`config.mk`:
```
export PLATFORM = sky130hd
export DESIGN_NAME = sc_max7219_rx_flat
export DESIGN_NICKNAME = d
export VERILOG_FILES = /design/src/rtl/sc_max7219_rx_if.sv /design/src/rtl/sc_max7219_rx.sv /design/src/flat_wrapper.sv
export SDC_FILE = /design/constraint.sdc
export NUM_CORES = 1
export LEC_CHECK = 0
export BUFFER_PORTS_ARGS = -buffer_cell sky130_fd_sc_hd__buf_2
export CORE_MARGIN = 2
export CORE_UTILIZATION = 35
export DETAILED_ROUTE_END_ITERATION = 10
export GPL_TIMING_DRIVEN = 0
export PLACE_DENSITY = 0.59
export SLEW_MARGIN = 15
export SYNTH_ARGS = -nofsm -noshare
export SYNTH_HDL_FRONTEND = slang
export SYNTH_SLANG_ARGS = --single-unit
```
`constraint.sdc`:
```
create_clock -name SC_MAX7219_RX_CLOCK_50 -period 4.4 [get_ports SC_MAX7219_RX_CLOCK_50]
set_clock_uncertainty 0.15 [all_clocks]
set_input_delay 0.66 -clock SC_MAX7219_RX_CLOCK_50 [delete_from_list [all_inputs] [get_ports SC_MAX7219_RX_CLOCK_50]]
set_output_delay 0.66 -clock SC_MAX7219_RX_CLOCK_50 [all_outputs]
set_load 0.05 [all_outputs]
```
`src/rtl/sc_max7219_rx_if.sv`:
```
// Serial load bus of a MAX7219-style display driver (DIN / LOAD-NCS / CLK).
// The controller side drives it; the receiver samples it asynchronously.
interface sc_max7219_rx_if;
    logic SC_MAX7219_RX_DIN_In;
    logic SC_MAX7219_RX_NCS_In;
    logic SC_MAX7219_RX_SCLK_In;

    modport master (
        output SC_MAX7219_RX_DIN_In,
        output SC_MAX7219_RX_NCS_In,
        output SC_MAX7219_RX_SCLK_In
    );

    modport slave (
        input SC_MAX7219_RX_DIN_In,
        input SC_MAX7219_RX_NCS_In,
        input SC_MAX7219_RX_SCLK_In
    );
endinterface

```
`src/rtl/sc_max7219_rx.sv`:
```
// MAX7219 serial-protocol receiver: oversamples the asynchronous serial bus,
// assembles 16-bit frames between NCS fall and rise, and decodes them into the
// MAX7219 register set (digits, decode mode, intensity, scan limit, shutdown,
// display test).
module sc_max7219_rx #(
    parameter int unsigned DATAWIDTH_BUS = 8,
    parameter int unsigned SYNC_STAGES   = 2
) (
    input  logic                     SC_MAX7219_RX_CLOCK_50,
    input  logic                     SC_MAX7219_RX_RESET_InHigh,
    sc_max7219_rx_if.slave           ser_if,
    output logic [DATAWIDTH_BUS-1:0] SC_MAX7219_RX_Digit0_Out,
    output logic [DATAWIDTH_BUS-1:0] SC_MAX7219_RX_Digit1_Out,
    output logic [DATAWIDTH_BUS-1:0] SC_MAX7219_RX_Digit2_Out,
    output logic [DATAWIDTH_BUS-1:0] SC_MAX7219_RX_Digit3_Out,
    output logic [DATAWIDTH_BUS-1:0] SC_MAX7219_RX_Digit4_Out,
    output logic [DATAWIDTH_BUS-1:0] SC_MAX7219_RX_Digit5_Out,
    output logic [DATAWIDTH_BUS-1:0] SC_MAX7219_RX_Digit6_Out,
    output logic [DATAWIDTH_BUS-1:0] SC_MAX7219_RX_Digit7_Out,
    output logic [3:0]               SC_MAX7219_RX_Intensity_Out,
    output logic [2:0]               SC_MAX7219_RX_ScanLimit_Out,
    output logic [7:0]               SC_MAX7219_RX_DecodeMode_Out,
    output logic                     SC_MAX7219_RX_Shutdown_Out,
    output logic                     SC_MAX7219_RX_DisplayTest_Out,
    output logic                     SC_MAX7219_RX_FrameValid_Out,
    output logic                     SC_MAX7219_RX_FrameError_Out,
    output logic [15:0]              SC_MAX7219_RX_LastFrame_Out
);

    typedef enum logic [0:0] {StIdle, StShift} state_e;

    logic                     clk;
    logic                     rst;
    logic [SYNC_STAGES-1:0]   din_sync_q;
    logic [SYNC_STAGES-1:0]   ncs_sync_q;
    logic [SYNC_STAGES-1:0]   sclk_sync_q;
    logic                     ncs_prev_q;
    logic                     sclk_prev_q;
    logic                     din_s, ncs_s, sclk_s;
    logic                     ncs_fall, ncs_rise, sclk_rise;
    logic [1:0]               fill_q;
    logic                     armed_q;
    state_e                   state_q, state_d;
    logic [4:0]               cnt_q, cnt_d;
    logic [15:0]              shreg_q, shreg_d;
    logic                     latch, discard;
    logic [DATAWIDTH_BUS-1:0] digit_q [8];
    logic [3:0]               intensity_q;
    logic [2:0]               scan_limit_q;
    logic [7:0]               decode_mode_q;
    logic                     shutdown_q;
    logic                     display_test_q;
    logic                     valid_q;
    logic                     error_q;
    logic [15:0]              last_frame_q;

    assign clk = SC_MAX7219_RX_CLOCK_50;
    assign rst = SC_MAX7219_RX_RESET_InHigh;

    assign din_s  = din_sync_q[SYNC_STAGES-1];
    assign ncs_s  = ncs_sync_q[SYNC_STAGES-1];
    assign sclk_s = sclk_sync_q[SYNC_STAGES-1];

    assign ncs_fall  = ~ncs_s & ncs_prev_q;
    assign ncs_rise  = ncs_s & ~ncs_prev_q;
    assign sclk_rise = sclk_s & ~sclk_prev_q;

    // Synchronizer chains plus one edge-detect flop per control input.
    always_ff @(posedge clk or posedge rst) begin
        if (rst) begin
            din_sync_q  <= '0;
            ncs_sync_q  <= '1;
            sclk_sync_q <= '0;
            ncs_prev_q  <= 1'b1;
            sclk_prev_q <= 1'b0;
        end else begin
            din_sync_q  <= {din_sync_q[SYNC_STAGES-2:0], ser_if.SC_MAX7219_RX_DIN_In};
            ncs_sync_q  <= {ncs_sync_q[SYNC_STAGES-2:0], ser_if.SC_MAX7219_RX_NCS_In};
            sclk_sync_q <= {sclk_sync_q[SYNC_STAGES-2:0], ser_if.SC_MAX7219_RX_SCLK_In};
            ncs_prev_q  <= ncs_s;
            sclk_prev_q <= sclk_s;
        end
    end

    // The NCS chain is preset high, so a pin held low through reset would look
    // like a fresh fall. Only arm frame start once a real high NCS has been seen.
    always_ff @(posedge clk or posedge rst) begin
        if (rst) begin
            fill_q  <= '0;
            armed_q <= 1'b0;
        end else begin
            if (fill_q != 2'(SYNC_STAGES)) begin
                fill_q <= fill_q + 2'd1;
            end else if (ncs_s) begin
                armed_q <= 1'b1;
            end
        end
    end

    // Frame FSM state, shift register and saturating bit counter.
    always_ff @(posedge clk or posedge rst) begin
        if (rst) begin
            state_q <= StIdle;
            cnt_q   <= '0;
            shreg_q <= '0;
        end else begin
            state_q <= state_d;
            cnt_q   <= cnt_d;
            shreg_q <= shreg_d;
        end
    end

    // Next-state: NCS rise takes priority over a coincident SCLK rise.
    always_comb begin
        state_d = state_q;
        cnt_d   = cnt_q;
        shreg_d = shreg_q;
        latch   = 1'b0;
        discard = 1'b0;
        unique case (state_q)
            StIdle: begin
                if (ncs_fall && armed_q) begin
                    state_d = StShift;
                    cnt_d   = '0;
                    shreg_d = '0;
                end
            end
            StShift: begin
                if (ncs_rise) begin
                    state_d = StIdle;
                    if (cnt_q == 5'd16) begin
                        latch = 1'b1;
                    end else begin
                        discard = 1'b1;
                    end
                end else if (sclk_rise) begin
                    shreg_d = {shreg_q[14:0], din_s};
                    if (cnt_q != 5'd16) begin
                        cnt_d = cnt_q + 5'd1;
                    end
                end
            end
            default: state_d = StIdle;
        endcase
    end

    // Register file: decode the completed word by its address nibble.
    always_ff @(posedge clk or posedge rst) begin
        if (rst) begin
            for (int i = 0; i < 8; i++) begin
                digit_q[i] <= '0;
            end
            intensity_q    <= '0;
            scan_limit_q   <= '0;
            decode_mode_q  <= '0;
            shutdown_q     <= 1'b1;
            display_test_q <= 1'b0;
            valid_q        <= 1'b0;
            error_q        <= 1'b0;
            last_frame_q   <= '0;
        end else begin
            valid_q <= latch;
            error_q <= discard;
            if (latch) begin
                last_frame_q <= shreg_q;
                case (shreg_q[11:8])
                    4'h1, 4'h2, 4'h3, 4'h4, 4'h5, 4'h6, 4'h7, 4'h8:
                        digit_q[3'(shreg_q[11:8] - 4'h1)] <= DATAWIDTH_BUS'(shreg_q[7:0]);
                    4'h9:    decode_mode_q  <= shreg_q[7:0];
                    4'hA:    intensity_q    <= shreg_q[3:0];
                    4'hB:    scan_limit_q   <= shreg_q[2:0];
                    4'hC:    shutdown_q     <= ~shreg_q[0];
                    4'hF:    display_test_q <= shreg_q[0];
                    default: ;
                endcase
            end
        end
    end

    assign SC_MAX7219_RX_Digit0_Out      = digit_q[0];
    assign SC_MAX7219_RX_Digit1_Out      = digit_q[1];
    assign SC_MAX7219_RX_Digit2_Out      = digit_q[2];
    assign SC_MAX7219_RX_Digit3_Out      = digit_q[3];
    assign SC_MAX7219_RX_Digit4_Out      = digit_q[4];
    assign SC_MAX7219_RX_Digit5_Out      = digit_q[5];
    assign SC_MAX7219_RX_Digit6_Out      = digit_q[6];
    assign SC_MAX7219_RX_Digit7_Out      = digit_q[7];
    assign SC_MAX7219_RX_Intensity_Out   = intensity_q;
    assign SC_MAX7219_RX_ScanLimit_Out   = scan_limit_q;
    assign SC_MAX7219_RX_DecodeMode_Out  = decode_mode_q;
    assign SC_MAX7219_RX_Shutdown_Out    = shutdown_q;
    assign SC_MAX7219_RX_DisplayTest_Out = display_test_q;
    assign SC_MAX7219_RX_FrameValid_Out  = valid_q;
    assign SC_MAX7219_RX_FrameError_Out  = error_q;
    assign SC_MAX7219_RX_LastFrame_Out   = last_frame_q;

endmodule
```
`src/flat_wrapper.sv`:
```
// flat-port wrapper written by rule: the top's interface ports become plain ports
module sc_max7219_rx_flat 
#(
    parameter int unsigned DATAWIDTH_BUS = 8,
    parameter int unsigned SYNC_STAGES   = 2
)
  (SC_MAX7219_RX_CLOCK_50, SC_MAX7219_RX_RESET_InHigh, SC_MAX7219_RX_Digit0_Out, SC_MAX7219_RX_Digit1_Out, SC_MAX7219_RX_Digit2_Out, SC_MAX7219_RX_Digit3_Out, SC_MAX7219_RX_Digit4_Out, SC_MAX7219_RX_Digit5_Out, SC_MAX7219_RX_Digit6_Out, SC_MAX7219_RX_Digit7_Out, SC_MAX7219_RX_Intensity_Out, SC_MAX7219_RX_ScanLimit_Out, SC_MAX7219_RX_DecodeMode_Out, SC_MAX7219_RX_Shutdown_Out, SC_MAX7219_RX_DisplayTest_Out, SC_MAX7219_RX_FrameValid_Out, SC_MAX7219_RX_FrameError_Out, SC_MAX7219_RX_LastFrame_Out, ser_if_SC_MAX7219_RX_DIN_In, ser_if_SC_MAX7219_RX_NCS_In, ser_if_SC_MAX7219_RX_SCLK_In);
  sc_max7219_rx_if ser_if_i ();
  input  logic SC_MAX7219_RX_CLOCK_50;
  input  logic SC_MAX7219_RX_RESET_InHigh;
  output logic [DATAWIDTH_BUS-1:0] SC_MAX7219_RX_Digit0_Out;
  output logic [DATAWIDTH_BUS-1:0] SC_MAX7219_RX_Digit1_Out;
  output logic [DATAWIDTH_BUS-1:0] SC_MAX7219_RX_Digit2_Out;
  output logic [DATAWIDTH_BUS-1:0] SC_MAX7219_RX_Digit3_Out;
  output logic [DATAWIDTH_BUS-1:0] SC_MAX7219_RX_Digit4_Out;
  output logic [DATAWIDTH_BUS-1:0] SC_MAX7219_RX_Digit5_Out;
  output logic [DATAWIDTH_BUS-1:0] SC_MAX7219_RX_Digit6_Out;
  output logic [DATAWIDTH_BUS-1:0] SC_MAX7219_RX_Digit7_Out;
  output logic [3:0] SC_MAX7219_RX_Intensity_Out;
  output logic [2:0] SC_MAX7219_RX_ScanLimit_Out;
  output logic [7:0] SC_MAX7219_RX_DecodeMode_Out;
  output logic SC_MAX7219_RX_Shutdown_Out;
  output logic SC_MAX7219_RX_DisplayTest_Out;
  output logic SC_MAX7219_RX_FrameValid_Out;
  output logic SC_MAX7219_RX_FrameError_Out;
  output logic [15:0] SC_MAX7219_RX_LastFrame_Out;
  input wire logic [$bits(ser_if_i.SC_MAX7219_RX_DIN_In)-1:0] ser_if_SC_MAX7219_RX_DIN_In;
  input wire logic [$bits(ser_if_i.SC_MAX7219_RX_NCS_In)-1:0] ser_if_SC_MAX7219_RX_NCS_In;
  input wire logic [$bits(ser_if_i.SC_MAX7219_RX_SCLK_In)-1:0] ser_if_SC_MAX7219_RX_SCLK_In;
  assign ser_if_i.SC_MAX7219_RX_DIN_In = ser_if_SC_MAX7219_RX_DIN_In;
  assign ser_if_i.SC_MAX7219_RX_NCS_In = ser_if_SC_MAX7219_RX_NCS_In;
  assign ser_if_i.SC_MAX7219_RX_SCLK_In = ser_if_SC_MAX7219_RX_SCLK_In;
  sc_max7219_rx #(.DATAWIDTH_BUS(DATAWIDTH_BUS), .SYNC_STAGES(SYNC_STAGES)) u_core (.SC_MAX7219_RX_CLOCK_50(SC_MAX7219_RX_CLOCK_50), .SC_MAX7219_RX_RESET_InHigh(SC_MAX7219_RX_RESET_InHigh), .ser_if(ser_if_i), .SC_MAX7219_RX_Digit0_Out(SC_MAX7219_RX_Digit0_Out), .SC_MAX7219_RX_Digit1_Out(SC_MAX7219_RX_Digit1_Out), .SC_MAX7219_RX_Digit2_Out(SC_MAX7219_RX_Digit2_Out), .SC_MAX7219_RX_Digit3_Out(SC_MAX7219_RX_Digit3_Out), .SC_MAX7219_RX_Digit4_Out(SC_MAX7219_RX_Digit4_Out), .SC_MAX7219_RX_Digit5_Out(SC_MAX7219_RX_Digit5_Out), .SC_MAX7219_RX_Digit6_Out(SC_MAX7219_RX_Digit6_Out), .SC_MAX7219_RX_Digit7_Out(SC_MAX7219_RX_Digit7_Out), .SC_MAX7219_RX_Intensity_Out(SC_MAX7219_RX_Intensity_Out), .SC_MAX7219_RX_ScanLimit_Out(SC_MAX7219_RX_ScanLimit_Out), .SC_MAX7219_RX_DecodeMode_Out(SC_MAX7219_RX_DecodeMode_Out), .SC_MAX7219_RX_Shutdown_Out(SC_MAX7219_RX_Shutdown_Out), .SC_MAX7219_RX_DisplayTest_Out(SC_MAX7219_RX_DisplayTest_Out), .SC_MAX7219_RX_FrameValid_Out(SC_MAX7219_RX_FrameValid_Out), .SC_MAX7219_RX_FrameError_Out(SC_MAX7219_RX_FrameError_Out), .SC_MAX7219_RX_LastFrame_Out(SC_MAX7219_RX_LastFrame_Out));
endmodule
```
==> impl_metrics.json, run 1 <==
{
  "synthArstFlopShare_pct": 100,
  "swShare_pct": 21.5,
  "min_period_ns": 2.89,
  "reg2reg_depth": 7,
  "ys.flop_type": "dfrtp_1",
  "synthToLayoutAreaGrowth_pct": 25.1,
  "fin_cells": 673,
  "drt_iter0_markers": 153,
  "rows": 44,
  "grt_pass1_vias": 3437,
  "drcViolationCount": 0,
  "drtAntennaViolNets": 0,
  "cts_htree_levels": 4,
  "num_vias": 3246,
  "path_buf_inv": 2,
  "yosys.area.top_type": "dfrtp_1",
  "grt.overflow.total": 0,
  "hold_class": "primary input to asynchronous set/reset pin",
  "rsz0062_at_grt": "false",
  "pin_count": 104,
  "numPlacedInstances": 642,
  "wl_per_cell_um": 17.2,
  "firstDrtPassIters": 4,
  "cap_violations": 0,
  "seq_area_frac_synth_pct": 62.8,
  "initial_core_util_pct": 36.0,
  "slowest_stage": "nor3_2",
  "cp_data_required_time_ns": 4.54,
  "setup_ws_ns": 1.51,
  "crit_path_start_kind": "register",
  "max_stage_delay_ns": 0.68,
  "worst_pin_slew_ns": 0.856,
  "endpoint_kind": "register",
  "num_antenna_cells": 0,
  "syn_inst": 354,
  "grt_max_degree": 84,
  "avgSynthCellArea_um2": 14.9,
  "finalHoldViolations": 0,
  "synth_area_mm2": 0.00527,
  "fin_nets": 489,
  "p_per_area_mw_per_mm2": 400,
  "yosysWarnings": 0,
  "place_ws_ns": 1.50,
  "synth-seq-cells": 132,
  "maxSlewHeadroom_pct": 42.6,
  "synth_top_cell_area_share_pct": 60.8,
  "worstPathMaxFanout": 8,
  "clkPwrFrac_pct": 48.9,
  "hold-worst-slack_ns": 0.121,
  "arrival_ns": 3.03,
  "leakagePower_nw": 3.58,
  "synth_commonest_cells": "dfrtp_1, mux2_2, nand2_1, clkbuf_1, nand3_1",
  "portBuffers": 103,
  "setup_viol": 0,
  "via_per_inst": 4.82,
  "switching_power_uw": 567,
  "cts.clk_slew.worst_paths_ns": 0.05,
  "core-area_mm2": 0.0146,
  "p_int_mw": 2.07,
  "rr_startpoint": "u_core.shreg_q[8]",
  "r2r_slack_ns": 1.51,
  "timing.fmax_mhz": 346,
  "fp.dieW_um": 127,
  "postCtsHoldBufs": 0,
  "antenna_found_initial": 0,
  "path_class": "register to register",
  "cts_buffer_depth": 2,
  "period_share_pct": 65.6,
  "synthDistinctLibCells": 43,
  "cts_root_buf": "clkbuf_16",
  "dpl.hpwl_um": 7890,
  "tritoncts": "yes",
  "ctsResizeCount": 0,
  "drive_gt1_share_pct": 51.7,
  "finalSetupTns_ns": 0,
  "wirelength_um": 11600,
  "status": "completed",
  "slew_violations": 0,
  "synth.most_common_cell": "dfrtp_1",
  "power_frac_seq_pct": 47.5,
  "cts_buffers": 17,
  "crit_chain": "buf_2 > inv_1 > ha_1 > xnor2_1 > nand4_4 > nor3_2 > mux2_2",
  "gp_congestion": 0.779,
  "combPwrFrac_pct": 3.6,
  "postCtsSetupRepairBufs": 0,
  "dieArea_mm2": 0.0160,
  "post-route-util_pct": 45.0,
  "grtUsageTotal_pct": 15.4,
  "insertion_delay_ns": 0.42,
  "synthTopCellsByArea": "dfrtp_1, mux2_2, dfstp_2",
  "critical-path-top-delay-family": "simple AND/OR/NAND/NOR gates",
  "grt_pass1_wl_um": 18800,
  "synth_edf_count": 0,
  "ir_drop_uv": 240,
  "r2r-end": "u_core.SC_MAX7219_RX_Digit2_Out[0]",
  "die_h_um": 127,
  "clock-sinks": 132,
  "syn-num-nets": 366
}
-- registers in the layout, summed over array words and instances, names as in the netlist, 2 cells and up --
register                             cells
u_core.din_sync_q                        2
u_core.SC_MAX7219_RX_Digit1_Out          8
u_core.SC_MAX7219_RX_LastFrame_Out      16
u_core.cnt_q                             5
u_core.SC_MAX7219_RX_DecodeMode_Out      8
u_core.SC_MAX7219_RX_Digit5_Out          8
u_core.SC_MAX7219_RX_Digit6_Out          8
u_core.SC_MAX7219_RX_Digit2_Out          8
u_core.sclk_sync_q                       2
u_core.shreg_q                          16
u_core.SC_MAX7219_RX_Digit4_Out          8
u_core.SC_MAX7219_RX_Digit7_Out          8
u_core.SC_MAX7219_RX_Digit3_Out          8
u_core.SC_MAX7219_RX_Intensity_Out       4
u_core.ncs_sync_q                        2
u_core.SC_MAX7219_RX_Digit0_Out          8
u_core.fill_q                            2
u_core.SC_MAX7219_RX_ScanLimit_Out       3
-- logic make-up after synthesis --
kind of cell             share of synthesized area, %
multiplexers                                     20.9
XOR/XNOR                                        0.333
buffers and inverters                            2.38
adder cells (fa/ha/maj)                          1.66
flip-flops                                       62.8
AO/OA/AOI/OAI                                    3.18
AND/OR/NAND/NOR                                  8.70
-- worst max-delay path by stage --
stage	from	slack [ns]	cells past startpoint	to
final	u_core.shreg_q[8]	1.51	7	u_core.SC_MAX7219_RX_Digit2_Out[0]
after global routing	u_core.shreg_q[8]	1.38	7	u_core.SC_MAX7219_RX_Digit2_Out[5]
after CTS	u_core.shreg_q[8]	1.51	7	u_core.SC_MAX7219_RX_Digit2_Out[0]
after detailed placement	u_core.shreg_q[8]	1.50	7	u_core.SC_MAX7219_RX_Digit2_Out[4]
after global placement	SC_MAX7219_RX_RESET_InHigh	-1.28	2	u_core.SC_MAX7219_RX_Digit3_Out[3]
after floorplan	SC_MAX7219_RX_RESET_InHigh	0.07	1	u_core.SC_MAX7219_RX_DecodeMode_Out[0]
-- per-stage QoR --
stage | power (mW) | instance area, um^2
final | 2.63 | 6590
after global routing | 2.74 | 6590
after CTS | 2.67 | 6590
after detailed placement | 1.37 | 6040
after global placement | 1.36 | 6010
after floorplan | 1.34 | 5270
-- power groups by stage --
stage / clock network (mW) / logic [mW] / registers (mW)
detailed placement: 0 / 0.0987 / 1.27
floorplan: 0 / 0.0674 / 1.27
global placement: 0 / 0.0910 / 1.27
finish: 1.29 / 0.0948 / 1.25
CTS: 1.32 / 0.0989 / 1.25
global route: 1.38 / 0.107 / 1.25
-- layer usage --
layer / vias up / global-route usage, % / part of all wire [%]
met5: - / 0 / 0
met3: 9 / 5.74 / 5.7
met4: 0 / 5.30 / 1.3
li1: 1500 / - / -
met1: 1667 / 19.5 / 45
met2: 70 / 24.3 / 48
-- area by class of cell --
type	count	area (um^2)
clock buffers	27	523
plain buffers	18	91.3
repair buffers	104	543
fillers	1371	8060
well taps	184	230
inverters	9	38.8
flip-flops and latches	132	3310
multi-input cells	195	1830
clock inverters	4	20.0
-- layout by cell type, fill, tap and decap left out, types with 2 or more instances in the layout --
master / n
a22o_1: 9
and2_1: 2
and3_1: 2
and3b_1: 2
and4bb_2: 2
buf_2: 104
buf_4: 2
buf_6: 2
clkbuf_1: 17
clkbuf_16: 17
clkbuf_8: 6
clkinv_2: 4
dfrtp_1: 128
dfstp_2: 4
ha_1: 7
inv_1: 8
mux2_2: 97
nand2_1: 22
nand2b_1: 3
nand3_1: 10
nand4_1: 2
nand4_4: 2
nor2_1: 4
nor2_2: 2
o21ai_0: 7
xnor2_1: 2
(Power assumes the default switching activity.)
==> run 2: changes to the inputs <==
ABC_AREA = 1   (was unset)
PLACE_DENSITY = 0.57   (was 0.59)
clock period = 2.8 ns   (was 4.4 ns; I/O delays follow)
==> impl_metrics.json, run 2 <==
{
  "pin_count": 104,
  "portBuffers": 103,
  "setup_viol": 0,
  "maxSlewHeadroom_pct": 49.4,
  "leakagePower_nw": 3.78,
  "rr_startpoint": "u_core.shreg_q[8]",
  "via_per_inst": 4.94,
  "dieArea_mm2": 0.0167,
  "period_share_pct": 89.0,
  "worstPathMaxFanout": 10,
  "synthDistinctLibCells": 27,
  "grt_pass1_wl_um": 23200,
  "timing.fmax_mhz": 401,
  "core-area_mm2": 0.0153,
  "arrival_ns": 2.70,
  "grt.overflow.total": 0,
  "final_cell_mix": "nand2_1, dfrtp_1, buf_2, nand4_1, o21ai_0",
  "avgSynthCellArea_um2": 9.53,
  "firstDrtPassIters": 5,
  "die_h_um": 129,
  "path_class": "register to register",
  "holdPathEnd": "u_core.sclk_sync_q[1]",
  "clock-sinks": 132,
  "grtUsageTotal_pct": 18.2,
  "hold_start": "u_core.sclk_sync_q[0]",
  "gp_congestion": 0.791,
  "seq_area_frac_synth_pct": 60.3,
  "postCtsHoldBufs": 4,
  "min_path_cells": 0,
  "insertion_delay_ns": 0.42,
  "yosys.area.top_type": "dfrtp_1",
  "worst_pin_slew_ns": 0.759,
  "max_stage_delay_ns": 0.40,
  "critical-path-top-delay-family": "buffers and inverters",
  "layout_commonest_cell": "nand2_1",
  "cts_buffers": 17,
  "syn-num-nets": 588,
  "muxShareOfSynthArea_pct": 0,
  "syn_inst": 576,
  "postCtsSetupRepairBufs": 0,
  "path_buf_inv": 4,
  "reg2reg_depth": 11,
  "crit_top_cell": "nand2_1",
  "synth_commonest_cells": "nand2_1, dfrtp_1, nand4_1, inv_1, o21ai_0",
  "drtAntennaViolNets": 0,
  "ir_drop_uv": 429,
  "rsz0062_at_grt": "false",
  "r2r-end": "u_core.SC_MAX7219_RX_Digit4_Out[2]",
  "rows": 45,
  "cts_buffer_depth": 2,
  "grt_pass1_vias": 4492,
  "synthTopCellsByArea": "dfrtp_1, nand2_1, nand4_1",
  "antenna_found_initial": 0,
  "drive_gt1_share_pct": 24.3,
  "cap_violations": 0,
  "min_period_ns": 2.49,
  "slowest_stage": "dfrtp_1",
  "r2r_slack_ns": 0.31,
  "synth-simple-area-share_pct": 27.3,
  "synth_area_mm2": 0.00549,
  "slew_violations": 0,
  "endpoint_kind": "register",
  "yosys.area_share.adder_pct": 1.60,
  "grt_max_degree": 38,
  "hold-worst-slack_ns": 0.201,
  "wirelength_um": 14400,
  "dpl.hpwl_um": 10200,
  "synth_compound_area_share_pct": 4.63,
  "p_per_area_mw_per_mm2": 619,
  "status": "completed",
  "fin_nets": 718,
  "post-route-util_pct": 45.4,
  "setup_ws_ns": 0.308,
  "cts.clk_slew.worst_paths_ns": 0.06,
  "synth.most_common_cell": "nand2_1",
  "yosysWarnings": 0,
  "synth-seq-cells": 132,
  "num_vias": 4595,
  "place_ws_ns": 0.359,
  "p_total_mw": 4.29,
  "cts_root_buf": "clkbuf_16",
  "wl_per_cell_um": 15.5,
  "synth_edf_count": 0,
  "synth_xor_xnor_area_share_pct": 0.319,
  "synthToLayoutAreaGrowth_pct": 26.3,
  "initial_core_util_pct": 36.0,
  "finalHoldViolations": 0,
  "hold_class": "register to register",
  "drcViolationCount": 0,
  "synth_top_family_by_area": "simple AND/OR/NAND/NOR gates",
  "crit_path_start_kind": "register",
  "synth_top_cell_area_share_pct": 58.3,
  "nFillCells": 1452,
  "fp.dieW_um": 129,
  "drt_iter0_markers": 333,
  "cp_data_required_time_ns": 3.01,
  "synthArstFlopShare_pct": 100,
  "tritoncts": "yes",
  "cts_htree_levels": 4,
  "num_antenna_cells": 0,
  "ctsResizeCount": 0,
  "crit_chain": "buf_2 > inv_2 > ha_1 > nor2_1 > nand2_1 > nand2_1 > nand2_2 > buf_4 > buf_2 > nand4_1 > nand2_1",
  "ys.flop_type": "dfrtp_1"
}
[run 2: kinds of logic (layout without fill, tap and decap cells)]
| family | count (synthesis) | count (layout) |
|---|---|---|
| xor gates and xnor gates | 2 | 2 |
| AOI/OAI and AO/OA | 48 | 48 |
| buffers and inverters | 65 | 208 |
| and+or+nand+nor | 322 | 322 |
| adders and majority gates | 7 | 7 |
| DFF | 132 | 132 |
[run 2: through the flow]
stage / setup TNS (ns) / instances / instance area, um^2
6_report: 0 / 930 / 6930
3_5_place_dp: 0 / 894 / 6350
5_1_grt: 0 / 930 / 6930
3_3_place_gp: -23.02 / 890 / 6270
2_1_floorplan: 0 / 576 / 5490
4_1_cts: 0 / 930 / 6930
[run 2: final cells by class]
class                   count  area [um^2]  area share (%)
flip-flops and latches    132         3310            47.7
multi-input cells         379         1860            26.8
repair buffers            111          636            9.17
clock buffers              27          513            7.40
well taps                 211          264            3.81
plain buffers              32          200            2.89
inverters                  33          128            1.84
clock inverters             5         25.0           0.361
[run 2: how the worst max path moves through the flow]
stage / slack, ns / endpoint / cells past startpoint / startpoint
4_1_cts: 0.34 / u_core.SC_MAX7219_RX_Digit2_Out[7] / 11 / u_core.shreg_q[8]
6_report: 0.31 / u_core.SC_MAX7219_RX_Digit4_Out[2] / 11 / u_core.shreg_q[8]
3_3_place_gp: -0.19 / u_core.fill_q[0] / 2 / SC_MAX7219_RX_RESET_InHigh
5_1_grt: 0.10 / u_core.SC_MAX7219_RX_Digit1_Out[7] / 10 / u_core.shreg_q[8]
3_5_place_dp: 0.36 / u_core.SC_MAX7219_RX_Digit2_Out[7] / 11 / u_core.shreg_q[8]
2_1_floorplan: 0.60 / u_core.SC_MAX7219_RX_DecodeMode_Out[0] / 1 / SC_MAX7219_RX_RESET_InHigh
[run 2: report_power, final]
group	switching, mW	total, mW	internal (mW)
logic	0.228	0.302	0.0734
clock network	0.762	2.00	1.24
registers	0.0356	1.99	1.95
[run 2: per-layer routing]
layer | part of all wire, % | wire length, um | up-vias | track usage (%)
li1 | - | - | 2196 | -
met1 | 45 | 6460 | 2193 | 23.6
met2 | 46 | 6630 | 170 | 28.0
met3 | 5.7 | 824 | 36 | 5.28
met4 | 3.2 | 461 | 0 | 9.08
met5 | 0 | 0 | - | 0
